[src/rtl/multicycle_controller.sv]
// Multi-cycle MIPS main controller: registered-state FSM sequencing fetch/decode/execute/memory/write-back,
// with memory-ready handshake, stall timeout into a sticky bus error, illegal-op pulse and retired count.
module multicycle_controller #(
   parameter int MEM_TIMEOUT = 255,
   parameter int CNT_W       = 32
) (
   input  logic             clk,
   input  logic             rst,
   input  logic [5:0]       opcode,
   input  logic [5:0]       func,
   input  logic             zero,
   input  logic             mem_ready,
   output logic             pc_en,
   output logic [1:0]       pc_src,
   output logic             i_or_d,
   output logic             mem_read,
   output logic             mem_write,
   output logic             ir_write,
   output logic             reg_dst,
   output logic             jal_reg,
   output logic             pc_to_reg,
   output logic             mem_to_reg,
   output logic             reg_write,
   output logic             alu_src_a,
   output logic [1:0]       alu_src_b,
   output logic [2:0]       alu_operation,
   output logic             illegal_instr,
   output logic             bus_error,
   output logic [3:0]       state_out,
   output logic [CNT_W-1:0] instr_count
);
   localparam int WAIT_W = (MEM_TIMEOUT < 2) ? 1 : $clog2(MEM_TIMEOUT + 1);

   typedef enum logic [3:0] {
      S_IDLE = 4'd0, S_FETCH = 4'd1, S_DECODE = 4'd2, S_MEM_ADDR = 4'd3,
      S_MEM_RD = 4'd4, S_MEM_WB = 4'd5, S_MEM_WR = 4'd6, S_R_EX = 4'd7,
      S_R_WB = 4'd8, S_I_EX = 4'd9, S_I_WB = 4'd10, S_BRANCH = 4'd11,
      S_JUMP = 4'd12, S_JAL = 4'd13, S_JR = 4'd14, S_ERROR = 4'd15
   } state_t;

   localparam logic [5:0] OP_RTYPE = 6'b000000, OP_LW  = 6'b100011, OP_SW   = 6'b101011;
   localparam logic [5:0] OP_BEQ   = 6'b000100, OP_BNE = 6'b000101, OP_J    = 6'b000010;
   localparam logic [5:0] OP_JAL   = 6'b000011, OP_ADDI = 6'b001000, OP_ANDI = 6'b001100;
   localparam logic [5:0] F_ADD = 6'b100000, F_SUB = 6'b100010, F_AND = 6'b100100;
   localparam logic [5:0] F_OR  = 6'b100101, F_SLT = 6'b101010, F_JR  = 6'b001000;
   localparam logic [2:0] ALU_AND = 3'b000, ALU_OR = 3'b001, ALU_ADD = 3'b010;
   localparam logic [2:0] ALU_SUB = 3'b110, ALU_SLT = 3'b111;

   state_t             state_q, state_d;
   logic [WAIT_W-1:0]  wait_q, wait_d;
   logic [CNT_W-1:0]   count_q, count_d;
   logic               r_legal, timeout;
   logic [2:0]         r_op, i_op;

   always_comb begin
      r_legal = 1'b1;
      r_op    = ALU_ADD;
      case (func)
         F_ADD:   r_op = ALU_ADD;
         F_SUB:   r_op = ALU_SUB;
         F_AND:   r_op = ALU_AND;
         F_OR:    r_op = ALU_OR;
         F_SLT:   r_op = ALU_SLT;
         default: r_legal = 1'b0;
      endcase
   end

   assign i_op    = (opcode == OP_ANDI) ? ALU_AND : ALU_ADD;
   // Only meaningful in the three memory-wait states; callers gate on mem_ready too.
   assign timeout = (MEM_TIMEOUT != 0) && !mem_ready && (wait_q == WAIT_W'(MEM_TIMEOUT));

   always_comb begin
      state_d       = state_q;
      pc_en         = 1'b0;
      pc_src        = 2'b00;
      i_or_d        = 1'b0;
      mem_read      = 1'b0;
      mem_write     = 1'b0;
      ir_write      = 1'b0;
      reg_dst       = 1'b0;
      jal_reg       = 1'b0;
      pc_to_reg     = 1'b0;
      mem_to_reg    = 1'b0;
      reg_write     = 1'b0;
      alu_src_a     = 1'b0;
      alu_src_b     = 2'b00;
      alu_operation = 3'b000;
      illegal_instr = 1'b0;
      bus_error     = 1'b0;
      case (state_q)
         S_IDLE: state_d = S_FETCH;
         S_FETCH: begin
            mem_read      = 1'b1;
            alu_src_b     = 2'b01;
            alu_operation = ALU_ADD;
            if (mem_ready) begin
               ir_write = 1'b1;
               pc_en    = 1'b1;
               state_d  = S_DECODE;
            end else if (timeout) begin
               state_d = S_ERROR;
            end
         end
         S_DECODE: begin
            alu_src_b     = 2'b11;
            alu_operation = ALU_ADD;
            case (opcode)
               OP_RTYPE: begin
                  if (func == F_JR) state_d = S_JR;
                  else if (r_legal) state_d = S_R_EX;
                  else begin
                     illegal_instr = 1'b1;
                     state_d       = S_FETCH;
                  end
               end
               OP_LW, OP_SW:    state_d = S_MEM_ADDR;
               OP_BEQ, OP_BNE:  state_d = S_BRANCH;
               OP_J:            state_d = S_JUMP;
               OP_JAL:          state_d = S_JAL;
               OP_ADDI, OP_ANDI: state_d = S_I_EX;
               default: begin
                  illegal_instr = 1'b1;
                  state_d       = S_FETCH;
               end
            endcase
         end
         S_MEM_ADDR: begin
            alu_src_a     = 1'b1;
            alu_src_b     = 2'b10;
            alu_operation = ALU_ADD;
            state_d       = (opcode == OP_SW) ? S_MEM_WR : S_MEM_RD;
         end
         S_MEM_RD: begin
            i_or_d   = 1'b1;
            mem_read = 1'b1;
            if (mem_ready) state_d = S_MEM_WB;
            else if (timeout) state_d = S_ERROR;
         end
         S_MEM_WB: begin
            mem_to_reg = 1'b1;
            reg_write  = 1'b1;
            state_d    = S_FETCH;
         end
         S_MEM_WR: begin
            i_or_d    = 1'b1;
            mem_write = 1'b1;
            if (mem_ready) state_d = S_FETCH;
            else if (timeout) state_d = S_ERROR;
         end
         S_R_EX: begin
            alu_src_a     = 1'b1;
            alu_operation = r_op;
            state_d       = S_R_WB;
         end
         S_R_WB: begin
            reg_dst       = 1'b1;
            reg_write     = 1'b1;
            alu_operation = r_op;
            state_d       = S_FETCH;
         end
         S_I_EX: begin
            alu_src_a     = 1'b1;
            alu_src_b     = 2'b10;
            alu_operation = i_op;
            state_d       = S_I_WB;
         end
         S_I_WB: begin
            reg_write     = 1'b1;
            alu_operation = i_op;
            state_d       = S_FETCH;
         end
         S_BRANCH: begin
            alu_src_a     = 1'b1;
            alu_operation = ALU_SUB;
            pc_src        = 2'b01;
            pc_en         = (opcode == OP_BNE) ? ~zero : zero;
            state_d       = S_FETCH;
         end
         S_JUMP: begin
            pc_src  = 2'b10;
            pc_en   = 1'b1;
            state_d = S_FETCH;
         end
         S_JAL: begin
            pc_src    = 2'b10;
            pc_en     = 1'b1;
            jal_reg   = 1'b1;
            pc_to_reg = 1'b1;
            reg_write = 1'b1;
            state_d   = S_FETCH;
         end
         S_JR: begin
            pc_src  = 2'b11;
            pc_en   = 1'b1;
            state_d = S_FETCH;
         end
         default: bus_error = 1'b1;
      endcase
   end

   // Stall counter restarts whenever a wait state is freshly entered.
   always_comb begin
      wait_d = wait_q;
      if (state_d != state_q) wait_d = '0;
      else if ((state_q == S_FETCH || state_q == S_MEM_RD || state_q == S_MEM_WR) && !mem_ready)
         wait_d = wait_q + WAIT_W'(1);
   end

   always_comb begin
      count_d = count_q;
      if (state_q inside {S_MEM_WB, S_MEM_WR, S_R_WB, S_I_WB, S_BRANCH, S_JUMP, S_JAL, S_JR}
          && state_d == S_FETCH)
         count_d = count_q + CNT_W'(1);
   end

   always_ff @(posedge clk or posedge rst) begin
      if (rst) begin
         state_q <= S_IDLE;
         wait_q  <= '0;
         count_q <= '0;
      end else begin
         state_q <= state_d;
         wait_q  <= wait_d;
         count_q <= count_d;
      end
   end

   assign state_out   = state_q;
   assign instr_count = count_q;
endmodule
[config.mk]
export PLATFORM = sky130hd
export DESIGN_NAME = multicycle_controller
export DESIGN_NICKNAME = d
export VERILOG_FILES = /design/src/rtl/multicycle_controller.sv
export SDC_FILE = /design/constraint.sdc
export NUM_CORES = 1
export LEC_CHECK = 0
export CAP_MARGIN = 10
export CORE_MARGIN = 1.5
export CORE_UTILIZATION = 50
export CTS_CLUSTER_SIZE = 16
export DETAILED_ROUTE_END_ITERATION = 8
export HOLD_SLACK_MARGIN = 0.05
export PLACE_DENSITY_LB_ADDON = 0.12
export SLEW_MARGIN = 20
export SYNTH_ARGS = -nofsm -noshare
export SYNTH_HDL_FRONTEND = slang
export SYNTH_SLANG_ARGS = --single-unit
[constraint.sdc]
create_clock -name clk -period 2.6 [get_ports clk]
set_input_delay 0.52 -clock clk [delete_from_list [all_inputs] [get_ports clk]]
set_output_delay 0.52 -clock clk [all_outputs]
set_load 0.02 [all_outputs]
### Word-level counts from Yosys, hierarchy flattened

Index checks and enable logic that the tools add are counted.

* register bits: 44
* latch bits: 0
* memory bits (writable): 0
* bits in read-only memories: 0
* input port bits: 16
* output and inout port bits: 56
* word-level logic and storage cells: 98
* memories kept: 0

* add/subtract/negate cells: 2
* multiply operators: 0
* div/mod/pow operators: 0
* magnitude comparators: 0
* eq/ne operators: 31
* shift operators: 0
* multiplexer cells: 34
* bitwise gates (word level): 1
* reduce and logical (&&, ||, !) cells: 27

Operators by type and width (count)
* 6-bit equality test, second input constant: 7
* 32-bit by 1-bit adder with 32-bit output, second input constant: 1
* 4-bit case mux with 8 select lines: 1
* 4-bit equality test, second input constant: 7
* 3-bit case mux with 4 select lines: 2
* 4-bit case mux with 6 select lines: 1
* 4-bit two-way mux: 5
* 6-bit by 4-bit equality test with 1-bit output, second input constant: 3
* 2-bit OR reduction: 9
* 4-bit by 3-bit equality test with 1-bit output, second input constant: 4
* 1-bit two-way mux: 16
* 8-bit two-way mux: 2
* 8-bit OR reduction: 2
* 15-bit OR reduction: 1
* 6-bit by 2-bit equality test with 1-bit output, second input constant: 2
* 6-bit by 3-bit equality test with 1-bit output, second input constant: 2
* 2-bit case mux with 3 select lines: 2
* 8-bit by 1-bit adder with 8-bit output, second input constant: 1
* 4-bit by 1-bit equality test with 1-bit output, second input constant: 2
* 4-bit by 2-bit equality test with 1-bit output, second input constant: 2
* 8-bit equality test, second input constant: 1
* 8-bit nonzero test: 1
* 4-bit OR reduction: 2
* 6-bit zero test: 1
* 13 further kinds: 18

### Longest topological paths before layout

* depth in word-level cells: 9
* gate-level depth with buffers: 8
* depth with buffers taken out: 7

### Worst setup path after synthesis

Ideal clock, no wire load.

* path kind: reg2out
* start: register state_q[3] (netlist: state_out[3])
* end: output alu_operation[0]
* arrival time: 2.499 ns
* data required time: 2.080 ns
* path slack: -0.419 ns
* stages on the path, launching flop included: 7
* buffers on the path: 2
* path through: dfrtp_1 > buf_2 > clkbuf_1 > nand2b_1 > nor3_1 > a31oi_1 > nor4b_1

* cells in the longest elaborated chain, start to end: 3
* elaborated cells on any way between the ends: 12
* classes of those cells: eq/ne (8); mux (1); reduce/logical (3)

RTL lines
* from (decl): line 49 `state_t state_q, state_d;`
* from (signal assigned): line 222 `state_q <= state_d;`
* 4-bit by 1-bit equality test with 1-bit output, or another cell as far along: line 90 `case (state_q)`
* 3-bit OR reduction (no source line) / 2-bit OR reduction (equally long branches)
* 3-bit case mux with 4 select lines *: line 90
* to (decl): line 26 `output logic [2:0] alu_operation,`

Every way passes the cells marked *; elsewhere a longest branch is shown, timed or not.

### Worst setup path after layout

* start: input opcode[0]
* end: output illegal_instr

* cells in the longest elaborated chain, start to end: 4
* elaborated cells on any way between the ends: 12
* classes of those cells: eq/ne (8); mux (2); reduce/logical (2)

RTL lines
* from (decl): line 9 `input logic [5:0] opcode,`
* 6-bit by 4-bit equality test with 1-bit output, or another cell as far along: line 107 `case (opcode)`
* 8-bit OR reduction (no source line)
* 1-bit case mux with 2 select lines *: line 107
* 1-bit two-way mux *: line 90
* to (decl): line 27 `output logic illegal_instr,`

Marked as above.

==> summary.md <==
| Metric | Value |
|---|---|
| Hold Startpoint | `instr_count[31]` |
| First-pass GRT wire length | `12900 um` |
| Die area | `6190 um2` |
| Xor/xnor cell area share of the yosys netlist | `0.125` |
| Non-Filler Instances | `513` |
| Final hold slack | `0.474 ns` |
| Mapped Nets | `343` |
| # diodes | `0` |
| Total power | `0.00357 W` |
| Clock Latency Late Sink | `0.31 ns` |
| GRT overflow | `0` |
| Startpoint types | `input port` |
| Mux cell area share after synthesis | `0.0149` |
| Crit-path max FO | `2` |
| Die Height | `78.7 um` |
| Fmax | `0.395 GHz` |
| Critical path endpoint category | `primary output` |
| Synth Area per Inst | `8.81 um2` |
| RR Startpoint | `state_out[3]` |
| Fraction of registers with async set/reset | `1.00` |
| Hold Fails Final Rpt | `0` |
| Yosys reg bits | `44` |
| Initial antenna violation count | `0` |
| CTS Buffer Depth | `2` |
| Core area | `5510 um2` |
| Max rail drop VDD | `1060 uV` |
| Tcrit/Tclk final | `0.974` |
| Rel. slew slack | `0.631` |
| Root Driver | `clkbuf_8` |
| DRT antenna net count | `0` |
| Crit path launch | `opcode[0]` |
| Max-cap violations | `0` |
| Largest family of logic cells by synthesized area | `simple AND/OR/NAND/NOR gates` |
| Largest net degree at the start of global routing | `45` |
| RSZ-0062 raised after global routing | `false` |
| Yosys warnings | `0` |
| Sequential element share of the synthesized area | `0.385` |
| Post-synthesis compound-gate area fraction | `0.115` |
| Reg2reg end | `instr_count[13]` |
| Initial core utilization | `0.520` |
| Hold Path Depth | `1` |
| Syn-to-layout area delta | `45.8%` |
| Clock-pin slew on the worst setup and hold paths | `0.09 ns` |
| Routed wire length | `7840 um` |
| Share of cells above drive strength 1 | `0.211` |
| Hold crit path type | `register to register` |
| Routed vias/inst | `5.64` |
| Final worst path period need | `2.53 ns` |
| Clock skew | `0.00759 ns` |
| Worst Reg-to-Reg Cells | `8` |
| Rows | `27` |
| Drt wl/cell | `15.3 um` |
| H-tree depth | `2` |
| Port Buffers | `71` |
| P per Cell Area | `856 nW/um2` |
| CTS Hold Buffers Added | `0` |
| WP data required | `2.08 ns` |
| Pre-antenna DRT Iters | `4` |
| Mapped Area | `2860 um2` |
| Least-Margin Pin Slew | `0.554 ns` |
| Status | `finished clean` |
| Vias in the first global route | `2757` |
| GPL Wtd Cong | `0.935` |
| Placed Cells | `504` |
| Layout Utilization | `0.758` |
| # clock sinks | `44` |
| DP HPWL | `5740 um` |
| NumNets Final | `458` |
| Pleak | `1.83 nW` |
| Tot GR Track Use | `0.265` |
| Most frequent cells in the layout | `buf_4, clkdlybuf4s50_1, dfrtp_1` |
| Commonest non-fill, non-tap cell in the layout | `buf_4` |
| Simple-gate share of the synthesized area | `0.316` |
| Iter 0 DRT Violations | `154` |
| Total number of vias | `2895` |
| Setup violators final | `0` |
| Die Width | `78.7 um` |
| Num CTS Buffers | `5` |
| WS Path Type | `input port to primary output` |
| # DRC | `0` |
| WP data arrival | `2.01 ns` |
| Final Max Tran Viols | `0` |
| Post-synth cell types | `57` |
| Min-Delay Endpoint | `instr_count[31]` |
| Post-synth EDFFs | `0` |
| CTS tree | `yes` |
| Cells after Synth | `325` |
| Register-to-register setup slack | `0.27 ns` |
| Main synth FF type | `dfrtp_1` |
| Adder-cell share of the synthesized area | `0.00874` |
| I/O pins | `72` |
==> through the flow <==
stage	setup WS [ns]	instance area [um2]	setup TNS, ns
3_5_place_dp	-0.686	4000	-5.64
3_3_place_gp	-0.640	4000	-4.55
6_report	0.0680	4180	0
5_1_grt	0.00541	4180	0
2_1_floorplan	0.0566	2870	0
4_1_cts	0.00534	4150	0
==> sequential cells by signal, indices dropped and copies added, names as in the netlist <==
signal and cells:
wait_q 8, state_out 4, instr_count 32
==> per-layer routing <==
layer	wire length [um]	global-route usage	part of all wire	vias to the layer above
li1	-	-	-	1402
met1	3600	0.362	0.46	1396
met2	3640	0.422	0.46	86
met3	461	0.0465	0.059	11
met4	130	0.0911	0.017	0
met5	0	0	0	-
==> area by class of cell <==
cell class	count	area [um2]
sequential	44	1100
fill	420	1330
inverter	5	18.8
clock inverter	2	38.8
multi-input combinational	258	1730
timing repair buffer	126	1110
tap	72	90.1
clock buffer	6	82.6
==> synth_stat cells (all sizes together) (2+ instances only) <==
library cell	number	area, um2
buf	10	52.6
a21oi	16	83.8
mux2	2	22.5
ha	2	25.0
nor2b	9	56.3
nand2b	5	31.3
clkbuf	8	30.0
nor2	32	120
and4	5	43.8
and4b	2	20.0
nor4b	4	41.3
and2	4	25.0
nand4	22	138
a31oi	5	31.3
o21ai	11	58.8
dfrtp	44	1100
xnor2	35	307
nor3	9	45.0
mux2i	2	20.0
xor2	6	52.6
or2	4	25.0
a211oi	2	20.0
nand2	21	81.3
nor3b	2	15.0
inv	5	18.8
nand3	16	80.1
or3	5	31.3
o31ai	3	22.5
and3	15	93.8
==> how the worst max path moves through the flow <==
stage	cells past startpoint	slack (ns)	endpoint
after detailed placement	7	-0.69	illegal_instr
after floorplan	6	0.06	alu_operation[0]
after CTS	4	0.005	ir_write
after global routing	4	0.005	jal_reg
final	6	0.07	illegal_instr
after global placement	8	-0.64	pc_en
==> cells by family (layout without fill, tap and decap cells) <==
group / Yosys count / in the layout
and+or+nand+nor: 161 / 161
adders and majority gates: 2 / 2
DFF: 44 / 44
xor gates and xnor gates: 41 / 41
muxes: 4 / 4
AOI/OAI and AO/OA: 50 / 50
buffers and inverters: 23 / 139
==> power breakdown <==
part | internal [W] | switching (W) | total (W)
Sequential | 0.000765 | 0.000112 | 0.000877
Combinational | 0.000939 | 0.00120 | 0.00214
Clock | 0.000314 | 0.000246 | 0.000561
Total | 0.00202 | 0.00156 | 0.00357
==> critical path, stage by stage <==
cell and delay (ns):
dlygate4sd2_1 0.24, or4_4 0.54, or3_4 0.42, o31ai_4 0.07
nor2_1 0.06, buf_4 0.15
==> what timing repair did <==
action,4_1_cts,5_1_grt
pin swaps,9,3
endpoints found under the setup margin,10,20
hold endpoints to repair,0,0
setup buffers,1,0
resized for setup,44,11
No activity file was read; power rests on OpenSTA's default activity.
